<file path="src/rtl/mem_request_arbiter_if.sv">
// mem_request_arbiter_if: requester and RAM signals of the fetch/data memory arbiter
interface mem_request_arbiter_if;
    logic        i_req;
    logic [31:0] i_addr;
    logic [31:0] i_rdata;
    logic        i_ready;
    logic        d_ren;
    logic        d_wen;
    logic [31:0] d_addr;
    logic [31:0] d_wdata;
    logic [31:0] d_rdata;
    logic        d_ready;
    logic [31:0] ram_addr;
    logic [31:0] ram_wdata;
    logic        ram_ren;
    logic        ram_wen;
    logic [31:0] ram_rdata;
    logic        ram_ack;
    logic        err;

    modport slave (
        input  i_req, i_addr, d_ren, d_wen, d_addr, d_wdata, ram_rdata, ram_ack,
        output i_rdata, i_ready, d_rdata, d_ready, ram_addr, ram_wdata, ram_ren, ram_wen, err
    );

    modport master (
        output i_req, i_addr, d_ren, d_wen, d_addr, d_wdata, ram_rdata, ram_ack,
        input  i_rdata, i_ready, d_rdata, d_ready, ram_addr, ram_wdata, ram_ren, ram_wen, err
    );
endinterface

</file>
<file path="src/rtl/mem_request_arbiter.sv">
// mem_request_arbiter: shares one RAM port between fetch and data paths, with a timeout watchdog
module mem_request_arbiter #(
    parameter int unsigned TIMEOUT = 255
) (
    input logic                  clk,
    input logic                  rst,
    mem_request_arbiter_if.slave bus
);
    typedef enum logic [1:0] {IDLE, FETCH, DATA} state_e;

    state_e      state_q;
    logic [15:0] cnt_q;
    logic        fetch_pri_q, err_q, i_ready_q, d_ready_q, ram_ren_q, ram_wen_q;
    logic [31:0] i_rdata_q, d_rdata_q, ram_addr_q, ram_wdata_q;
    logic        d_req, busy, grant_f, grant_d, done, abort;

    assign d_req   = bus.d_ren | bus.d_wen;
    assign busy    = state_q != IDLE;
    assign grant_f = !busy && bus.i_req && (fetch_pri_q || !d_req);
    assign grant_d = !busy && d_req && !grant_f;
    assign done    = busy && bus.ram_ack;
    // ack beats timeout when both land in the same cycle
    assign abort   = busy && !bus.ram_ack && cnt_q == 16'(TIMEOUT);

    always_ff @(posedge clk) begin
        if (rst) begin
            state_q     <= IDLE;
            cnt_q       <= '0;
            fetch_pri_q <= 1'b0;
            err_q       <= 1'b0;
            i_ready_q   <= 1'b0;
            d_ready_q   <= 1'b0;
            ram_ren_q   <= 1'b0;
            ram_wen_q   <= 1'b0;
            i_rdata_q   <= '0;
            d_rdata_q   <= '0;
            ram_addr_q  <= '0;
            ram_wdata_q <= '0;
        end else begin
            i_ready_q <= 1'b0;
            d_ready_q <= 1'b0;
            if (grant_f) begin
                state_q    <= FETCH;
                ram_addr_q <= bus.i_addr;
                ram_ren_q  <= 1'b1;
                ram_wen_q  <= 1'b0;
                cnt_q      <= '0;
            end else if (grant_d) begin
                state_q     <= DATA;
                ram_addr_q  <= bus.d_addr;
                ram_wdata_q <= bus.d_wdata;
                ram_ren_q   <= bus.d_ren & ~bus.d_wen;
                ram_wen_q   <= bus.d_wen;
                cnt_q       <= '0;
            end else if (done || abort) begin
                state_q     <= IDLE;
                ram_ren_q   <= 1'b0;
                ram_wen_q   <= 1'b0;
                fetch_pri_q <= state_q == DATA;
                i_ready_q   <= state_q == FETCH;
                d_ready_q   <= state_q == DATA;
                if (done && state_q == FETCH)
                    i_rdata_q <= bus.ram_rdata;
                if (done && state_q == DATA && ram_ren_q)
                    d_rdata_q <= bus.ram_rdata;
                if (abort)
                    err_q <= 1'b1;
            end else if (busy) begin
                cnt_q <= cnt_q + 16'd1;
            end
        end
    end

    assign bus.i_rdata   = i_rdata_q;
    assign bus.i_ready   = i_ready_q;
    assign bus.d_rdata   = d_rdata_q;
    assign bus.d_ready   = d_ready_q;
    assign bus.ram_addr  = ram_addr_q;
    assign bus.ram_wdata = ram_wdata_q;
    assign bus.ram_ren   = ram_ren_q;
    assign bus.ram_wen   = ram_wen_q;
    assign bus.err       = err_q;
endmodule
</file>
<file path="src/flat_wrapper.sv">
// flat-port wrapper written by rule: the top's interface ports become plain ports
module mem_request_arbiter_flat 
#(
    parameter int unsigned TIMEOUT = 255
)
  (clk, rst, bus_i_req, bus_i_addr, bus_d_ren, bus_d_wen, bus_d_addr, bus_d_wdata, bus_ram_rdata, bus_ram_ack, bus_i_rdata, bus_i_ready, bus_d_rdata, bus_d_ready, bus_ram_addr, bus_ram_wdata, bus_ram_ren, bus_ram_wen, bus_err);
  mem_request_arbiter_if bus_i ();
  input logic clk;
  input logic rst;
  input wire logic [$bits(bus_i.i_req)-1:0] bus_i_req;
  input wire logic [$bits(bus_i.i_addr)-1:0] bus_i_addr;
  input wire logic [$bits(bus_i.d_ren)-1:0] bus_d_ren;
  input wire logic [$bits(bus_i.d_wen)-1:0] bus_d_wen;
  input wire logic [$bits(bus_i.d_addr)-1:0] bus_d_addr;
  input wire logic [$bits(bus_i.d_wdata)-1:0] bus_d_wdata;
  input wire logic [$bits(bus_i.ram_rdata)-1:0] bus_ram_rdata;
  input wire logic [$bits(bus_i.ram_ack)-1:0] bus_ram_ack;
  output wire logic [$bits(bus_i.i_rdata)-1:0] bus_i_rdata;
  output wire logic [$bits(bus_i.i_ready)-1:0] bus_i_ready;
  output wire logic [$bits(bus_i.d_rdata)-1:0] bus_d_rdata;
  output wire logic [$bits(bus_i.d_ready)-1:0] bus_d_ready;
  output wire logic [$bits(bus_i.ram_addr)-1:0] bus_ram_addr;
  output wire logic [$bits(bus_i.ram_wdata)-1:0] bus_ram_wdata;
  output wire logic [$bits(bus_i.ram_ren)-1:0] bus_ram_ren;
  output wire logic [$bits(bus_i.ram_wen)-1:0] bus_ram_wen;
  output wire logic [$bits(bus_i.err)-1:0] bus_err;
  assign bus_i.i_req = bus_i_req;
  assign bus_i.i_addr = bus_i_addr;
  assign bus_i.d_ren = bus_d_ren;
  assign bus_i.d_wen = bus_d_wen;
  assign bus_i.d_addr = bus_d_addr;
  assign bus_i.d_wdata = bus_d_wdata;
  assign bus_i.ram_rdata = bus_ram_rdata;
  assign bus_i.ram_ack = bus_ram_ack;
  assign bus_i_rdata = bus_i.i_rdata;
  assign bus_i_ready = bus_i.i_ready;
  assign bus_d_rdata = bus_i.d_rdata;
  assign bus_d_ready = bus_i.d_ready;
  assign bus_ram_addr = bus_i.ram_addr;
  assign bus_ram_wdata = bus_i.ram_wdata;
  assign bus_ram_ren = bus_i.ram_ren;
  assign bus_ram_wen = bus_i.ram_wen;
  assign bus_err = bus_i.err;
  mem_request_arbiter #(.TIMEOUT(TIMEOUT)) u_core (.clk(clk), .rst(rst), .bus(bus_i));
endmodule
</file>
<file path="config.mk">
export PLATFORM = sky130hd
export DESIGN_NAME = mem_request_arbiter_flat
export DESIGN_NICKNAME = d
export VERILOG_FILES = /design/src/rtl/mem_request_arbiter_if.sv /design/src/rtl/mem_request_arbiter.sv /design/src/flat_wrapper.sv
export SDC_FILE = /design/constraint.sdc
export NUM_CORES = 1
export LEC_CHECK = 0
export BUFFER_PORTS_ARGS = -buffer_cell sky130_fd_sc_hd__buf_2
export CAP_MARGIN = 20
export CORE_MARGIN = 1.5
export CORE_UTILIZATION = 48
export CTS_BUF_LIST = sky130_fd_sc_hd__clkbuf_4
export DETAILED_ROUTE_END_ITERATION = 12
export PLACE_DENSITY_LB_ADDON = 0.08
export SETUP_SLACK_MARGIN = 0.15
export SYNTH_ARGS = -nofsm -noshare
export SYNTH_HDL_FRONTEND = slang
export SYNTH_SLANG_ARGS = --single-unit
</file>
<file path="constraint.sdc">
create_clock -name clk -period 2 [get_ports clk]
set_clock_uncertainty 0.1 [all_clocks]
set_input_delay 0.6 -clock clk [delete_from_list [all_inputs] [get_ports clk]]
set_output_delay 0.6 -clock clk [all_outputs]
set_load 0.1 [all_outputs]
</file>
==> flow_summary_export.csv, run 1 <==
group,metric,value,unit
outcome,status,"finished, final reports clean",
worst_setup_path,required,2.39,ns
synth,synth.yosys.seq_area_share,0.541,
detailed_routing,route.detailed.drc,0,
clock_network,htreeDepth,4,
floorplanning,die_h,111,um
final_layout,fin_util,0.885,
floorplanning,core_area,11400,sq um
worst_setup_path,cp-start-kind,"register",
worst_setup_path,end_kind,"register",
detailed_routing,drtIter0Drc,743,
synth,synth_nets,809,
floorplanning,die_w,111,um
timing,rsz0062_at_grt,"true",
clock_network,clk_latency,0.57,ns
synth,synth_area_per_cell,8.34,sq um
global_route,grt_pass1_wl,35700,um
clock_network,cts_sinks,152,
power,p_per_area,778,nW/um^2
final_layout,mostFrequentLayoutCell,"nand2_1",
timing,layout_worst_path_cycle_share,0.958,
synth,synth_cells,674,
min_path,min_path_cells,3,
worst_setup_path,timing.rr.end,"u_core.cnt_q[14]",
timing,worstMarginPinSlew,0.609,ns
final_layout,fin_area,10100,sq um
worst_setup_path,path_buf_inv,0,
floorplanning,die_area,12400,sq um
synth,netlist_top_cells_area,"dfxtp_1 (54%), nand2_1 (14%), a21oi_1 (9.9%)",
global_route,track_usage,0.367,
global_route,grt_max_degree,85,
run,cap_violations,0,
final_layout,drive_gt1_frac,0.535,
worst_setup_path,reg2reg_slack,0.08,ns
detailed_routing,avgRoutedWirePerCell,22.0,um
global_route,antenna_found_initial,1,
worst_setup_path,slowest_stage,"or4_4",
timing,setup_viol,0,
worst_setup_path,arrival,2.31,ns
worst_setup_path,r2r-start,"u_core.cnt_q[0]",
synth,syn_area,5620,sq um
synth,synth_cell_types,41,
worst_setup_path,slowest_delay,0.57,ns
synth,synth_top_area_frac,0.541,
floorplanning,rows,39,
clock_network,root_buffer,"clkbuf_4",
final_layout,instances_no_fill,1133,
detailed_routing,postRouteAntennaNets,0,
synth,yosys_warnings,0,
detailed_routing,drtPass1Iterations,7,
worst_setup_path,worst-path-max-fanout,5,
detailed_routing,via_count,6784,
clock_network,tritoncts,"done",
worst_setup_path,worst-path-stages,5,
worst_setup_path,criticalPathCategory,"reg2reg",
placed_design,gp_congestion,0.861,
worst_setup_path,crit_chain,"ha_2, and4_1, o211ai_1, or4_4, a21oi_2",
timing,drv_slew,0,
timing,fmax,0.522,GHz
placed_design,placed_area,7280,sq um
global_route,grt_pass1_vias,6793,
final_layout,layout_common_cells,"nand2_1 (203), buf_12 (141), buf_2 (132)",
floorplanning,num_io_pins,267,
clock_network,clk_path_buf_depth,2,
final_layout,nets,1111,
placed_design,port_buffers,266,
final_layout,syn_to_final_growth,79.8,%
min_path,worstHoldStart,"bus_d_wdata[29]",
min_path,hold_class,"in2reg",
synth,synth_largest_area_cell,"dfxtp_1",
worst_setup_path,critPathTopFamily,"simple AND/OR/NAND/NOR gates",
worst_setup_path,reg2reg_depth,5,
placed_design,hpwl,12000,um
clock_network,numCtsBuffers,17,
placed_design,dp_cells,1065,
timing,final_hold_viol_count,0,
global_route,grt_overflow,0,
detailed_routing,viasPerCell,5.99,
floorplanning,start_util,0.492,
detailed_routing,wirelength,25000,um
power,leakagePower,4.04,nW
min_path,whs_endpoint,"u_core.bus.ram_wdata[29]",
timing,slew_headroom,0.592,
clock_network,clk_pin_slew_worst_paths,0.14,ns
timing,fin_crit,1.92,ns
power,vdd_drop_max,0.701,mV
synth,ys_ff_latch,152,
## cells by family (layout without fill, tap and decap cells)
logic type | count (synthesis) | after routing | synth area share
buffers and inverters | 52 | 367 | 0.0380
multiplexers | 4 | 4 | 0.00712
AND/OR/NAND/NOR | 288 | 288 | 0.215
AO/OA/AOI/OAI | 176 | 176 | 0.195
adder cells (fa/ha/maj) | 1 | 1 | 0.00222
other | 0 | 1 | 0
flip-flops | 152 | 152 | 0.541
XOR/XNOR | 1 | 1 | 0.00156
## cell type report
cell class              count  area (sq um)
inverters                   4          15.0
repair buffers            331          3920
well taps                 143           179
clock inverters            14           109
fillers                   494          1310
clock buffers              18           135
diodes                      1          2.50
flip-flops and latches    152          3290
multi-input cells         470          2460
## state kept, by name (all words and copies together), names as in the netlist
signal / count
u_core.bus.d_rdata: 32
u_core.bus.d_ready: 1
u_core.bus.err: 1
u_core.bus.i_rdata: 32
u_core.bus.i_ready: 1
u_core.bus.ram_addr: 32
u_core.bus.ram_ren: 1
u_core.bus.ram_wdata: 32
u_core.bus.ram_wen: 1
u_core.cnt_q: 16
u_core.fetch_pri_q: 1
u_core.state_q: 2
## tightest hold or removal path: stages
cell     delay [ns]
buf_2          0.10
nand2_1        0.04
a21oi_1        0.05
## synthesized netlist by cell type
| cell type | instances |
|---|---|
| o21ai_1 | 2 |
| o211ai_1 | 2 |
| o311ai_0 | 1 |
| buf_2 | 9 |
| ha_1 | 1 |
| a21oi_1 | 111 |
| o41ai_4 | 1 |
| or2_2 | 1 |
| and4_1 | 2 |
| nand3_1 | 7 |
| nand4_1 | 5 |
| o31ai_1 | 6 |
| or4_1 | 7 |
| nor3_2 | 1 |
| a211oi_1 | 6 |
| a22oi_1 | 4 |
| nand2b_1 | 1 |
| or3_2 | 2 |
| o211a_1 | 1 |
| clkbuf_1 | 38 |
| nand2_1 | 204 |
| dfxtp_1 | 152 |
| nor3_1 | 3 |
| o41ai_1 | 1 |
| nor3b_1 | 1 |
| a222oi_1 | 24 |
| nor2_1 | 39 |
| and3_1 | 4 |
| o21ba_2 | 1 |
| inv_1 | 4 |
| a31oi_1 | 1 |
| buf_6 | 1 |
| nor2b_1 | 1 |
| o21bai_1 | 1 |
| a41oi_1 | 2 |
| o21ai_0 | 12 |
| or3_1 | 5 |
| mux2i_1 | 4 |
| or4_4 | 1 |
| xor2_1 | 1 |
| nor4_1 | 4 |
## repair_timing
action	4_1_cts	5_1_grt
pin swaps	5	5
setup buffers	11	24
gates resized for setup	677	44
hold buffers	0	0
endpoints found under the setup margin	157	147
## where the power goes
part | leakage (nW) | total (W) | switching, W | internal [W]
clock | 0.138 | 0.00178 | 0.00116 | 0.000614
sequential | 1.31 | 0.00340 | 0.000195 | 0.00321
combinational | 2.59 | 0.00268 | 0.00174 | 0.000946
total | 4.04 | 0.00786 | 0.00309 | 0.00477
## stage by stage
stage / hold slack (ns) / setup slack [ns] / TNS [ns] / power [W]
after floorplan: 0.340 / 0.154 / 0 / 0.00490
after global placement: 0.336 / -0.0651 / -0.170 / 0.00535
after detailed placement: 0.338 / -0.123 / -0.685 / 0.00539
after CTS: 0.116 / 0.105 / 0 / 0.00767
after global routing: 0.125 / 0.0398 / 0 / 0.00807
final: 0.135 / 0.0842 / 0 / 0.00786
## per-layer routing
layer,part of all wire,track usage
met1,0.33,0.384
met3,0.087,0.0957
met4,0.055,0.197
met2,0.52,0.669
met5,0,0
## how the worst max path moves through the flow
stage | start | end | slack, ns
final | u_core.cnt_q[0] | u_core.cnt_q[14] | 0.08
after global routing | u_core.cnt_q[13] | u_core.cnt_q[10] | 0.04
after CTS | u_core.cnt_q[8] | u_core.cnt_q[0] | 0.10
after detailed placement | bus_ram_ack | u_core.cnt_q[10] | -0.12
after global placement | bus_ram_ack | u_core.cnt_q[10] | -0.07
after floorplan | bus_ram_ack | u_core.cnt_q[10] | 0.15
(Power assumes the default switching activity.)
==> run 2, diff against run 1 <==
--- a/config.mk
+++ b/config.mk
@@ -14,2 +14,3 @@
 export PLACE_DENSITY_LB_ADDON = 0.08
+export REMOVE_ABC_BUFFERS = 1
 export SETUP_SLACK_MARGIN = 0.15
==> constraint.sdc (replaced) <==
create_clock -name clk -period 2 [get_ports clk]
set_clock_uncertainty 0.1 [all_clocks]
set_input_delay 0.1 -clock clk [delete_from_list [all_inputs] [get_ports clk]]
set_output_delay 0.1 -clock clk [all_outputs]
set_load 0.1 [all_outputs]
==> run 2 against run 1 <==
- hold slack better by 0.097 ns
- final area is 11% lower
- non-clock buffer count is 104 higher
- cell count is 9.0% higher
- global-route usage is 3.0 points lower
- critical path depth is 1 higher
- wire length is 13% lower
- combinational power is 13% lower
- sequential share of layout area is 1.6 points higher
- critical path type unchanged
==> flow_summary_export.csv, run 2 (synthesized netlist as in run 1, its figures left out) <==
group,metric,value,unit
outcome,status,"finished, final reports clean",
timing,fin_crit,1.87,ns
run,cap_violations,0,
power,leakagePower,3.96,nW
detailed_routing,viasPerCell,5.55,
timing,final_hold_viol_count,0,
final_layout,mostFrequentLayoutCell,"buf_2",
worst_setup_path,reg2reg_depth,6,
worst_setup_path,r2r-start,"u_core.cnt_q[1]",
placed_design,post-place-ws,0.0157,ns
clock_network,cts_sinks,152,
clock_network,tritoncts,"done",
floorplanning,start_util,0.492,
min_path,hold_class,"in2reg",
placed_design,port_buffers,266,
floorplanning,num_io_pins,267,
floorplanning,die_area,12400,sq um
timing,worstMarginPinSlew,0.534,ns
clock_network,clk_pin_slew_worst_paths,0.12,ns
worst_setup_path,end_kind,"register",
floorplanning,core_area,11400,sq um
detailed_routing,avgRoutedWirePerCell,17.5,um
floorplanning,die_h,111,um
clock_network,clk_path_buf_depth,2,
final_layout,nets,1215,
worst_setup_path,cp-start-kind,"register",
floorplanning,die_w,111,um
floorplanning,rows,39,
timing,rsz0062_at_grt,"true",
placed_design,dp_cells,1061,
timing,layout_worst_path_cycle_share,0.935,
clock_network,numCtsBuffers,17,
power,vdd_drop_max,0.725,mV
placed_design,gp_congestion,0.888,
global_route,track_usage,0.337,
worst_setup_path,worst-path-max-fanout,8,
global_route,antenna_found_initial,1,
clock_network,clk_latency,0.54,ns
global_route,grt_max_degree,64,
min_path,worstHoldStart,"bus_d_wdata[2]",
final_layout,layout_common_cells,"buf_2 (265), nand2_1 (204), dfxtp_1 (141)",
timing,setup_viol,0,
clock_network,htreeDepth,4,
detailed_routing,route.detailed.drc,0,
min_path,min_path_cells,4,
worst_setup_path,arrival,2.24,ns
timing,slew_headroom,0.642,
worst_setup_path,timing.rr.end,"u_core.cnt_q[10]",
detailed_routing,drtIter0Drc,769,
final_layout,instances_no_fill,1235,
final_layout,drive_gt1_frac,0.332,
global_route,grt_pass1_wl,33100,um
worst_setup_path,criticalPathCategory,"reg2reg",
worst_setup_path,required,2.37,ns
final_layout,syn_to_final_growth,59.5,%
detailed_routing,wirelength,21600,um
global_route,grt_overflow,0,
min_path,whs_endpoint,"u_core.bus.ram_wdata[2]",
placed_design,hpwl,12500,um
worst_setup_path,reg2reg_slack,0.13,ns
global_route,grt_pass1_vias,6718,
timing,fmax,0.535,GHz
timing,setup_slack,0.130,ns
detailed_routing,via_count,6850,
power,p_per_area,841,nW/um^2
power,p_total,0.00754,W
timing,drv_slew,0,
final_layout,nFillCells,710,
detailed_routing,drtPass1Iterations,8,
detailed_routing,postRouteAntennaNets,0,
clock_network,root_buffer,"clkbuf_4",
-- run 2: changes by cell type in the layout (fill, tap and decap cells not counted), moves of 24 or more --
cell and delta:
dlygate4sd3_1 +133, dfxtp_4 -24, buf_12 -136, buf_2 +133, dfxtp_1 +132, dfxtp_2 -108
buf_4 -26
-- run 2: critical path: stages (launching register included) --
cell	delay, ns
dfxtp_2	0.38
ha_4	0.16
and4_1	0.23
o211ai_1	0.11
buf_4	0.17
or4_1	0.51
a21oi_2	0.15
-- run 2: area by class of cell --
cell class | count | area (sq um) | area share
sequential | 152 | 3060 | 0.341
inverter | 4 | 15.0 | 0.00167
tap | 143 | 179 | 0.0200
clock inverter | 10 | 130 | 0.0145
clock buffer | 20 | 150 | 0.0167
multi-input combinational | 470 | 2430 | 0.271
antenna | 1 | 2.50 | 0.000279
timing repair buffer | 435 | 3000 | 0.335
-- run 2: per-layer routing --
metal  global-route usage  wire, um  vias up
met5                    0         0        -
met4                0.248      1380        0
met3               0.0880      1710      117
met2                0.590     10800      417
met1                0.345      7690     3157
li1                     -         -     3159
-- run 2: power by group --
part | internal, W | total, W | leakage (nW) | switching, W
clock | 0.000884 | 0.00192 | 0.156 | 0.00104
sequential | 0.00319 | 0.00329 | 1.24 | 0.000103
combinational | 0.000600 | 0.00233 | 2.56 | 0.00173
-- run 2: how the worst max path moves through the flow --
stage                                  to              start  cells after the start
global placement         u_core.cnt_q[10]    u_core.cnt_q[1]                      5
detailed placement       u_core.cnt_q[10]    u_core.cnt_q[1]                      5
global route             u_core.cnt_q[12]    u_core.cnt_q[2]                      6
floorplan           u_core.bus.i_rdata[0]  u_core.state_q[0]                      4
finish                   u_core.cnt_q[10]    u_core.cnt_q[1]                      6
CTS                       u_core.cnt_q[0]   u_core.cnt_q[11]                      5
-- run 2: timing repair --
item	4_1_cts	5_1_grt
resized for setup	9	17
pin swaps	6	5
hold buffers	133	0
endpoints found under the hold margin	134	0
setup endpoints to repair	16	37
setup buffers	5	5
-- run 2: per-stage QoR --
step / util / hold slack, ns / setup TNS [ns] / area, sq um
6_report: 0.785 / 0.233 / 0 / 8970
3_3_place_gp: 0.631 / 0.241 / 0 / 7200
2_1_floorplan: - / 0.0691 / -35.13 / 5420
5_1_grt: 0.785 / 0.200 / 0 / 8970
4_1_cts: 0.777 / 0.182 / 0 / 8880
3_5_place_dp: 0.631 / 0.247 / 0 / 7200
==> run 3, diff against run 2 <==
- CELL_PAD_IN_SITES_DETAIL_PLACEMENT: unset -> 1
- CELL_PAD_IN_SITES_GLOBAL_PLACEMENT: unset -> 1
- CORE_UTILIZATION: 48 -> 34
==> run 3 against run 2 <==
- die area up 40%
- combinational power about the same
- sequential share of layout area down 0.65 points
- flip-flop and latch count unchanged
- critical path type unchanged
- highest routed layer unchanged
- setup slack worse by 0.016 ns
- cell count up 6.1%
- critical path depth down 1
- register-to-register slack worse by 0.02 ns
- largest power group unchanged
- largest cell class unchanged
- maximum frequency down 0.86%
- sequential power about the same
==> flow_summary_export.csv, run 3 (synthesized netlist as in run 1, its figures left out) <==
group,metric,value,unit
final_layout,instances_no_fill,1310,
floorplanning,die_area,17300,sq um
timing,slew_headroom,0.602,
min_path,hold_class,"in2reg",
worst_setup_path,reg2reg_slack,0.11,ns
power,vdd_drop_max,0.437,mV
floorplanning,rows,46,
power,leakagePower,3.99,nW
floorplanning,num_io_pins,267,
clock_network,clk_latency,0.53,ns
detailed_routing,wirelength,24700,um
outcome,status,"finished, final reports clean",
global_route,antenna_found_initial,2,
final_layout,nets,1214,
min_path,whs_endpoint,"u_core.bus.i_rdata[12]",
global_route,track_usage,0.278,
timing,final_hold_viol_count,0,
worst_setup_path,slowest_delay,0.57,ns
placed_design,gp_congestion,0.829,
timing,layout_worst_path_cycle_share,0.943,
worst_setup_path,worst-path-max-fanout,7,
floorplanning,die_w,132,um
worst_setup_path,required,2.36,ns
worst_setup_path,r2r-start,"u_core.cnt_q[11]",
timing,whs,0.239,ns
worst_setup_path,end_kind,"register",
timing,rsz0062_at_grt,"true",
final_layout,syn_to_final_growth,62.5,%
detailed_routing,drtIter0Drc,412,
worst_setup_path,cp-start-kind,"register",
timing,fmax,0.530,GHz
floorplanning,die_h,132,um
clock_network,root_buffer,"clkbuf_4",
global_route,grt_max_degree,123,
final_layout,drive_gt1_frac,0.333,
power,p_per_area,848,nW/um^2
worst_setup_path,slowest_stage,"or4_4",
detailed_routing,via_count,6783,
clock_network,clk_path_buf_depth,2,
power,p_total,0.00775,W
placed_design,hpwl,14300,um
detailed_routing,drtPass1Iterations,9,
min_path,worstHoldStart,"bus_ram_rdata[12]",
clock_network,tritoncts,"done",
detailed_routing,route.detailed.drc,0,
worst_setup_path,crit_chain,"or4_4, o41ai_4, buf_6, o21ai_2, a21oi_2",
final_layout,layout_common_cells,"buf_2 (265), nand2_1 (204), dfxtp_1 (141)",
detailed_routing,viasPerCell,5.18,
timing,worstMarginPinSlew,0.597,ns
clock_network,cts_sinks,152,
timing,drv_slew,0,
final_layout,mostFrequentLayoutCell,"buf_2",
clock_network,numCtsBuffers,17,
final_layout,fin_util,0.571,
worst_setup_path,timing.rr.end,"u_core.cnt_q[3]",
worst_setup_path,reg2reg_depth,5,
placed_design,dp_cells,1131,
global_route,grt_overflow,0,
min_path,min_path_cells,4,
clock_network,htreeDepth,4,
placed_design,port_buffers,266,
worst_setup_path,arrival,2.24,ns
timing,fin_setup_tns,0,ns
worst_setup_path,criticalPathCategory,"reg2reg",
global_route,grt_pass1_wl,38300,um
floorplanning,start_util,0.351,
final_layout,nFillCells,1931,
detailed_routing,postRouteAntennaNets,0,
floorplanning,core_area,16000,sq um
global_route,grt_pass1_vias,7361,
timing,fin_crit,1.89,ns
detailed_routing,avgRoutedWirePerCell,18.9,um
run,cap_violations,0,
timing,setup_viol,0,
clock_network,clk_pin_slew_worst_paths,0.13,ns
## run 3: worst max path at each step
stage / startpoint / to / slack [ns] / cells after the start
2_1_floorplan: u_core.state_q[0] / u_core.bus.i_rdata[0] / -0.54 / 4
3_3_place_gp: u_core.cnt_q[1] / u_core.cnt_q[10] / 0.08 / 5
3_5_place_dp: u_core.cnt_q[1] / u_core.cnt_q[10] / -0.04 / 5
4_1_cts: u_core.state_q[0] / u_core.bus.ram_wdata[24] / 0.14 / 5
5_1_grt: u_core.cnt_q[12] / u_core.fetch_pri_q / 0.06 / 4
6_report: u_core.cnt_q[11] / u_core.cnt_q[3] / 0.11 / 5
## run 3: critical path, delay by kind of cell (launching register included)
family	cells	cell delay, ns
compound gates	3	0.62
flops	1	0.34
simple gates	1	0.57
buf+inv	1	0.18
## run 3: area by class of cell
| cell class | count | area [sq um] | area share |
|---|---|---|---|
| Timing Repair Buffer | 434 | 3010 | 0.330 |
| Tap cell | 216 | 270 | 0.0296 |
| Clock inverter | 14 | 181 | 0.0199 |
| Inverter | 4 | 15.0 | 0.00164 |
| Sequential cell | 152 | 3060 | 0.335 |
| Multi-Input combinational cell | 470 | 2460 | 0.269 |
| Antenna cell | 2 | 5.00 | 0.000548 |
| Clock buffer | 18 | 135 | 0.0148 |
## run 3: per-stage QoR
stage / instance area [sq um] / worst slack, ns
after floorplan: 5420 / -0.541
after global placement: 7270 / 0.0833
after detailed placement: 7270 / -0.0423
after CTS: 9040 / 0.139
after global routing: 9140 / 0.0602
final: 9140 / 0.114
## run 3: timing repair
action	CTS	global route
hold endpoints to repair	135	0
gates resized for setup	13	24
hold buffers	135	0
setup endpoints to repair	18	81
pin swaps	7	9
buffers inserted	8	2
## run 3: where the power goes
part	leakage, nW	internal, W	switching (W)
registers	1.24	0.00319	0.000108
clock network	0.161	0.000991	0.00111
logic	2.59	0.000599	0.00175
## run 3: layer usage
metal	part of all wire	GRT usage
met1	0.40	0.313
met2	0.51	0.498
met3	0.062	0.0640
met4	0.033	0.127
met5	0	0
